### config.mk
export PLATFORM = sky130hd
export DESIGN_NAME = muldiv_arbiter
export DESIGN_NICKNAME = d
export VERILOG_FILES = /design/src/rtl/muldiv_arbiter.sv
export SDC_FILE = /design/constraint.sdc
export NUM_CORES = 1
export LEC_CHECK = 0
export CORE_MARGIN = 2
export CORE_UTILIZATION = 40
export DETAILED_ROUTE_END_ITERATION = 10
export PLACE_DENSITY = 0.84
export SYNTH_ARGS = -nofsm -noshare
export SYNTH_HDL_FRONTEND = slang
export SYNTH_SLANG_ARGS = --single-unit
### constraint.sdc
create_clock -name clk -period 3.06 [get_ports clk]
set_clock_uncertainty 0.2 [all_clocks]
set_input_delay 0.459 -clock clk [delete_from_list [all_inputs] [get_ports clk]]
set_output_delay 0.459 -clock clk [all_outputs]
set_load 0.02 [all_outputs]
### src/rtl/muldiv_arbiter.sv
// Round-robin arbiter sharing one iterative mul/div unit between NREQ requesters.
// Operands are latched at grant; the result (or a timeout error) returns to the owner.
module muldiv_arbiter #(
  parameter int NREQ    = 2,
  parameter int DW      = 32,
  parameter int TIMEOUT = 63
) (
  input  logic              clk,
  input  logic              rst,
  input  logic [NREQ-1:0]   req_valid_i,
  input  logic [3*NREQ-1:0] req_op_i,
  input  logic [DW*NREQ-1:0] req_a_i,
  input  logic [DW*NREQ-1:0] req_b_i,
  input  logic [NREQ-1:0]   req_cancel_i,
  output logic [NREQ-1:0]   grant_o,
  output logic [NREQ-1:0]   resp_valid_o,
  output logic [DW-1:0]     resp_data_o,
  output logic              resp_err_o,
  output logic              busy_o,
  output logic              unit_start_o,
  output logic [2:0]        unit_op_o,
  output logic [DW-1:0]     unit_a_o,
  output logic [DW-1:0]     unit_b_o,
  input  logic              unit_ready_i,
  input  logic [DW-1:0]     unit_result_i
);

  localparam int PW = (NREQ > 1) ? $clog2(NREQ) : 1;

  typedef enum logic [1:0] {IDLE = 2'd0, RUN = 2'd1, RESP = 2'd2, ABORT = 2'd3} state_t;

  state_t          state_r, state_nxt_s;
  logic [PW-1:0]   owner_r, ptr_r, pick_s;
  logic [5:0]      timer_r;
  logic [NREQ-1:0] elig_s, grant_s, owner_oh_s;
  logic            found_s, cancel_own_s, timeout_s;
  logic [NREQ-1:0] resp_valid_r;
  logic [DW-1:0]   resp_data_r, unit_a_r, unit_b_r;
  logic            resp_err_r, busy_r, unit_start_r;
  logic [2:0]      unit_op_r;

  // Round-robin search: first eligible requester after the last owner
  always_comb begin
    elig_s  = req_valid_i & ~req_cancel_i;
    found_s = 1'b0;
    pick_s  = ptr_r;
    for (int k = 1; k <= NREQ; k++) begin
      if (!found_s && elig_s[(int'(ptr_r) + k) % NREQ]) begin
        found_s = 1'b1;
        pick_s  = PW'((int'(ptr_r) + k) % NREQ);
      end else begin
        pick_s  = pick_s;
      end
    end
  end

  // Owner decode and run-phase abort/timeout conditions
  always_comb begin
    owner_oh_s          = {NREQ{1'b0}};
    owner_oh_s[owner_r] = 1'b1;
    cancel_own_s        = req_cancel_i[owner_r];
    timeout_s           = (timer_r == 6'(TIMEOUT));
  end

  // Next-state logic and combinational grant
  always_comb begin
    state_nxt_s = state_r;
    grant_s     = {NREQ{1'b0}};
    case (state_r)
      IDLE: begin
        if (found_s && !rst) begin
          state_nxt_s     = RUN;
          grant_s[pick_s] = 1'b1;
        end else begin
          state_nxt_s = IDLE;
        end
      end
      RUN: begin
        // owner flush beats a same-cycle ready; ready beats timeout
        if (cancel_own_s) begin
          state_nxt_s = ABORT;
        end else if (unit_ready_i) begin
          state_nxt_s = RESP;
        end else if (timeout_s) begin
          state_nxt_s = RESP;
        end else begin
          state_nxt_s = RUN;
        end
      end
      RESP:    state_nxt_s = IDLE;
      ABORT:   state_nxt_s = IDLE;
      default: state_nxt_s = IDLE;
    endcase
  end

  // State register
  always_ff @(posedge clk) begin
    if (rst) begin
      state_r <= IDLE;
    end else begin
      state_r <= state_nxt_s;
    end
  end

  // Operand latch, pointer/timer and registered response outputs
  always_ff @(posedge clk) begin
    if (rst) begin
      owner_r      <= {PW{1'b0}};
      ptr_r        <= PW'(NREQ - 1);
      timer_r      <= 6'd0;
      resp_valid_r <= {NREQ{1'b0}};
      resp_data_r  <= {DW{1'b0}};
      resp_err_r   <= 1'b0;
      busy_r       <= 1'b0;
      unit_start_r <= 1'b0;
      unit_op_r    <= 3'd0;
      unit_a_r     <= {DW{1'b0}};
      unit_b_r     <= {DW{1'b0}};
    end else begin
      busy_r       <= (state_nxt_s != IDLE);
      unit_start_r <= (state_nxt_s == RUN);
      resp_valid_r <= (state_r == RUN && state_nxt_s == RESP) ? owner_oh_s : {NREQ{1'b0}};
      if (state_r == IDLE && state_nxt_s == RUN) begin
        unit_op_r <= req_op_i[3*int'(pick_s) +: 3];
        unit_a_r  <= req_a_i[DW*int'(pick_s) +: DW];
        unit_b_r  <= req_b_i[DW*int'(pick_s) +: DW];
        owner_r   <= pick_s;
        ptr_r     <= pick_s;
        timer_r   <= 6'd0;
      end else if (state_r == RUN) begin
        timer_r <= timer_r + 6'd1;
      end
      if (state_r == RUN && state_nxt_s == RESP) begin
        resp_data_r <= unit_ready_i ? unit_result_i : {DW{1'b0}};
        resp_err_r  <= !unit_ready_i;
      end
    end
  end

  assign grant_o      = grant_s;
  assign resp_valid_o = resp_valid_r;
  assign resp_data_o  = resp_data_r;
  assign resp_err_o   = resp_err_r;
  assign busy_o       = busy_r;
  assign unit_start_o = unit_start_r;
  assign unit_op_o    = unit_op_r;
  assign unit_a_o     = unit_a_r;
  assign unit_b_o     = unit_b_r;

endmodule

Yosys cells after proc, flatten, opt, wreduce, memory -nomap -nowiden:

Index checks and enable logic that the tools add are counted.

* mux-type cells: 24
* add/subtract/negate cells: 3
* reduce and logical (&&, ||, !) cells: 14
* magnitude comparators: 6
* bitwise operators: 5
* equality and inequality tests: 6
* multiply operators: 1
* shifts and indexed selects: 3

Operators with widths (number)
* 64-bit by 7-bit variable part select with 32-bit output: 2
* 32-bit two-way mux: 1
* 1-bit two-way mux: 15
* 2-bit two-way mux: 5
* 6-bit by 1-bit adder with 6-bit output (second input constant): 1
* 2-bit equality test (second input constant): 3
* 6-bit equality test (second input constant): 1
* 1-bit logical AND: 6
* 2-bit by 3-bit < comparator with 1-bit output (second input constant): 2
* 2-bit case mux with 3 select lines: 1
* 2-bit OR reduction: 3
* 6-bit by 4-bit variable part select with 3-bit output: 1
* 2-bit by 1-bit equality test with 1-bit output (second input constant): 2
* 1-bit by 2-bit < comparator with 1-bit output (second input constant): 2
* 1-bit logical NOT: 3
* 2-bit by 1-bit multiplier with 3-bit output (first input constant): 1
* 1-bit adder (second input constant): 2
* 1-bit AND (first input constant): 2
* 2-bit AND: 1
* 1-bit demux with 1-bit select: 2
* 1-bit greater-or-equal comparator (second input constant): 2
* 2-bit logical NOT: 1
* 2-bit NOT: 1
* 2-bit nonzero test: 1
* 1-bit NOT: 1

* bits in registers: 114
* word-level logic and storage cells: 74

Logic depth before layout (Yosys ltp):

* depth after elaboration: 16
* mapped depth: 7
* gate-level depth less buffers: 4

Least setup slack after synthesis:

No wires, ideal clock.

* path kind: input-to-output
* start: in req_cancel_i[0]
* end: out grant_o[0]
* required time: 2.401 ns
* path slack: 0.791 ns
* stages: 5
* data arrival time: 1.610 ns
* cells stage by stage: nand2b_4 > a21oi_2 > buf_6 > buf_8 > nor3b_1

* word-level cells in the longest chain between the ends: 15
* elaborated cells between the ends (all ways): 22
* classes of those cells: order compare: 2; mux: 14; bitwise: 2; reduce/logical: 4

RTL lines
* start: declaration: line 14 `input logic [NREQ-1:0] req_cancel_i,`
* 2-bit NOT (*): line 44 `elig_s = req_valid_i & ~req_cancel_i;`
* 2-bit AND (*): line 44
* 1-bit two-way mux (not written as such) (3 in a row): line 48 `if (!found_s && elig_s[(int'(ptr_r) + k) % NREQ]) begin`
* 1-bit two-way mux: line 48
* 1-bit logical NOT: line 48
* 1-bit logical AND: line 48
* 1-bit two-way mux: line 48
* 1-bit by 2-bit < comparator with 1-bit output (not written as such) or 1-bit greater-or-equal comparator (tied branches): line 73 `grant_s[pick_s] = 1'b1;`
* 1-bit logical AND (not written as such): line 73
* 1-bit two-way mux (not written as such): line 73
* 1-bit demux with 1-bit select: line 73
* 2-bit two-way mux (*): line 71 `if (found_s && !rst) begin`
* 2-bit two-way mux (*): line 69 `case (state_r)`
* end: declaration: line 15 `output logic [NREQ-1:0] grant_o,`

Every way passes the cells marked *; elsewhere a longest branch is shown, timed or not. The select of a mux whose other input is x is not followed.

Worst setup path in the final report:

* start: in req_cancel_i[1]
* end: out grant_o[1]

Same word-level chain as after synthesis.

==> impl_metrics.env <==
export IMPL_holdCritPathClass="reg -> reg"
export IMPL_ys_flop_type="dfxtp_1"
export IMPL_syn_area_per_cell_sq_um=9.418
export IMPL_max_slew_margin_pct=44.62
export IMPL_setup_slack_ns=0.1502
export IMPL_firstDrtPassIters=4
export IMPL_synth_edf_count=0
export IMPL_ys_seq_area_share_pct=47.33
export IMPL_place_hpwl_mm=11.03
export IMPL_yosys_warnings=0
export IMPL_finalCritPeriodShare_pct=95.09
export IMPL_ys_ff_latch=114
export IMPL_ctsResizeCount=0
export IMPL_drive_gt1_share_pct=6.448
export IMPL_worstSetupEndpointType="output port"
export IMPL_synth_fa_ha_area_share_pct=0.2595
export IMPL_cellPowerDensity_mw_per_mm2=564.1
export IMPL_pre_cts_ws_ns=0.1993
export IMPL_required_ns=2.40
export IMPL_muxShareOfSynthArea_pct=14.35
export IMPL_cts_max_level=4
export IMPL_grt_pass1_vias=4850
export IMPL_fill_cells=880
export IMPL_setup_viol=0
export IMPL_multi_input_area_sq_mm=0.002230
export IMPL_num_rows=40
export IMPL_pwr_share_clk_pct=40.2
export IMPL_drt_iter0_drc=336
export IMPL_wl_per_cell_um=15.74
export IMPL_vdd_drop_max_v=0.0003119
export IMPL_period_minus_slack_ns=2.910
export IMPL_hold_buffers=0
export IMPL_cts_buffer_depth=2
export IMPL_area_growth_synth_to_final_pct=69.77
export IMPL_path_max_fanout=4
export IMPL_yosys_area_share_simple_pct=11.47
export IMPL_clock_latency_ns=0.40
export IMPL_cp_start_kind="primary input"
export IMPL_seq_power_share_pct=36.3
export IMPL_post_cts_buffers=0
export IMPL_regArea_sq_mm=0.002282
export IMPL_tightest_slew_ns=0.8307
export IMPL_vias=4795
export IMPL_synth_area_sq_mm=0.004822
export IMPL_synth_xor_xnor_area_share_pct=0.9081
export IMPL_cellLeakagePower_nw=2.998
export IMPL_final_nets=952
export IMPL_gp_congestion=0.8370
export IMPL_max_freq_mhz=343.7
export IMPL_swShare_pct=27.54
export IMPL_overflow=0
export IMPL_synth_top_family_by_area="compound AO/OA/AOI/OAI gates"
export IMPL_clock_sinks=114
export IMPL_synthDistinctLibCells=32
export IMPL_finalWirelength_mm=14.76
export IMPL_die_w_um=113.8
export IMPL_grt_max_degree=59
export IMPL_cp_data_arrival_time_ns=2.25
export IMPL_grt_pass1_wl_mm=22.93
export IMPL_vias_per_cell=5.112
export IMPL_drc=0
export IMPL_port_buffers=278
export IMPL_status="finished clean"
export IMPL_hold_viol=0
export IMPL_die_area_sq_mm=0.01295
export IMPL_synth_net_count=686
export IMPL_path_class="in -> out"
export IMPL_diodes=0
export IMPL_slew_violations=0
export IMPL_synthArstFlopShare_pct=0
export IMPL_grt_usage_pct=22.33
export IMPL_rsz0062_at_grt="no"
export IMPL_antenna_found_initial=0
export IMPL_core_sq_mm=0.01191
export IMPL_ant_nets=0
export IMPL_pwr_share_comb_pct=23.5
export IMPL_maxCapViolCount=0
export IMPL_fin_setup_tns_ns=0
export IMPL_p_int_mw=3.347
export IMPL_path_clk_slew_ns=0.05
export IMPL_start_util_pct=40.48
export IMPL_p_sw_mw=1.272
export IMPL_synth_compound_area_share_pct=18.94
export IMPL_ios=279
export IMPL_die_h_um=113.8
export IMPL_synthCells=512
export IMPL_cts_tree="built"
export IMPL_cts_root_buf="clkbuf_16"
export IMPL_numCtsBuffers=17
==> flip-flops by register name, summed over array words and instances (netlist names) <==
| signal | cells |
|---|---|
| resp_err_o | 1 |
| unit_op_o | 3 |
| ptr_r | 1 |
| owner_r | 1 |
| resp_data_o | 32 |
| timer_r | 6 |
| unit_a_o | 32 |
| unit_start_o | 1 |
| busy_o | 1 |
| unit_b_o | 32 |
| resp_valid_o | 2 |
| state_r | 2 |
==> routing by layer <==
layer,up-vias,part of all wire (%),wire length (um),track usage [%]
li1,2363,-,-,-
met1,2197,39,5739,23.37
met2,210,51,7563,41.40
met3,25,8.0,1175,7.226
met4,0,1.9,286,8.699
met5,-,0,0,0
==> kinds of logic (layout without fill, tap and decap cells) <==
kind of cell | count (synthesis) | after routing
mux | 69 | 69
simple gates | 134 | 134
xor+xnor | 5 | 5
buf+inv | 47 | 326
compound gates | 142 | 142
flops | 114 | 114
fa+ha+maj | 1 | 1
==> worst paths after layout <==
path	depth (start not counted)	startpoint	slack (ns)	endpoint
max	5	req_cancel_i[1]	0.15	grant_o[1]
min	2	resp_data_o[17]	0.27	resp_data_o[17]
max reg2reg	5	ptr_r	0.93	unit_a_o[27]
min reg2reg	2	resp_data_o[17]	0.27	resp_data_o[17]
==> synth_stat cells (all sizes together) (2+ instances only) <==
library cell | number | area (sq um)
mux2i | 68 | 680.7
nor3b | 2 | 15.01
and3 | 2 | 12.51
nand2b | 3 | 26.27
nand2 | 39 | 146.4
a211oi | 68 | 510.5
xor2 | 4 | 35.03
dfxtp | 114 | 2282
clkbuf | 21 | 78.83
nor2 | 77 | 289.0
a21oi | 37 | 188.9
o21ai | 33 | 165.2
nand4 | 3 | 18.77
nor3 | 4 | 20.02
buf | 26 | 246.5
==> area by class of cell <==
class | instances | share of cell area [%]
Timing Repair Buffer | 294 | 35.73
Sequential cell | 114 | 27.88
Multi-Input combinational cell | 351 | 27.24
Clock buffer | 21 | 5.624
Tap cell | 147 | 2.247
Clock inverter | 11 | 1.284
==> layout by cell type, fill, tap and decap left out, types with 15 or more instances in the layout <==
cell,n
a211oi_1,68
o21ai_0,33
mux2i_1,68
a21oi_1,36
nor2_1,77
clkdlybuf4s50_1,277
clkbuf_16,17
dfxtp_1,114
buf_4,15
nand2_1,39
==> critical path: stages <==
cell and delay [ns]:
clkdlybuf4s50_1 0.46, nor3b_1 0.35, a21oi_4 0.07, nor3_1 0.25
clkdlybuf4s50_1 0.66
==> power groups by stage <==
stage / combinational [mW] / clock [mW] / sequential (mW)
after floorplan: 0.414 / 0 / 1.84
after global placement: 1.06 / 0 / 1.70
after detailed placement: 1.09 / 0 / 1.71
after CTS: 1.09 / 1.89 / 1.68
after global routing: 1.16 / 1.95 / 1.69
final: 1.09 / 1.86 / 1.68
==> stage by stage <==
step	instance area [sq um]	hold slack [ns]	utilization (%)	std cells	power, mW
after detailed placement	7621	0.2639	63.98	906	2.792
after CTS	8187	0.2715	68.73	938	4.659
after global routing	8187	0.2975	68.73	938	4.805
after floorplan	4822	0.2670	-	512	2.257
final	8187	0.2703	68.73	938	4.618
after global placement	7621	0.2554	63.98	906	2.761
No activity file was read; power rests on OpenSTA's default activity.
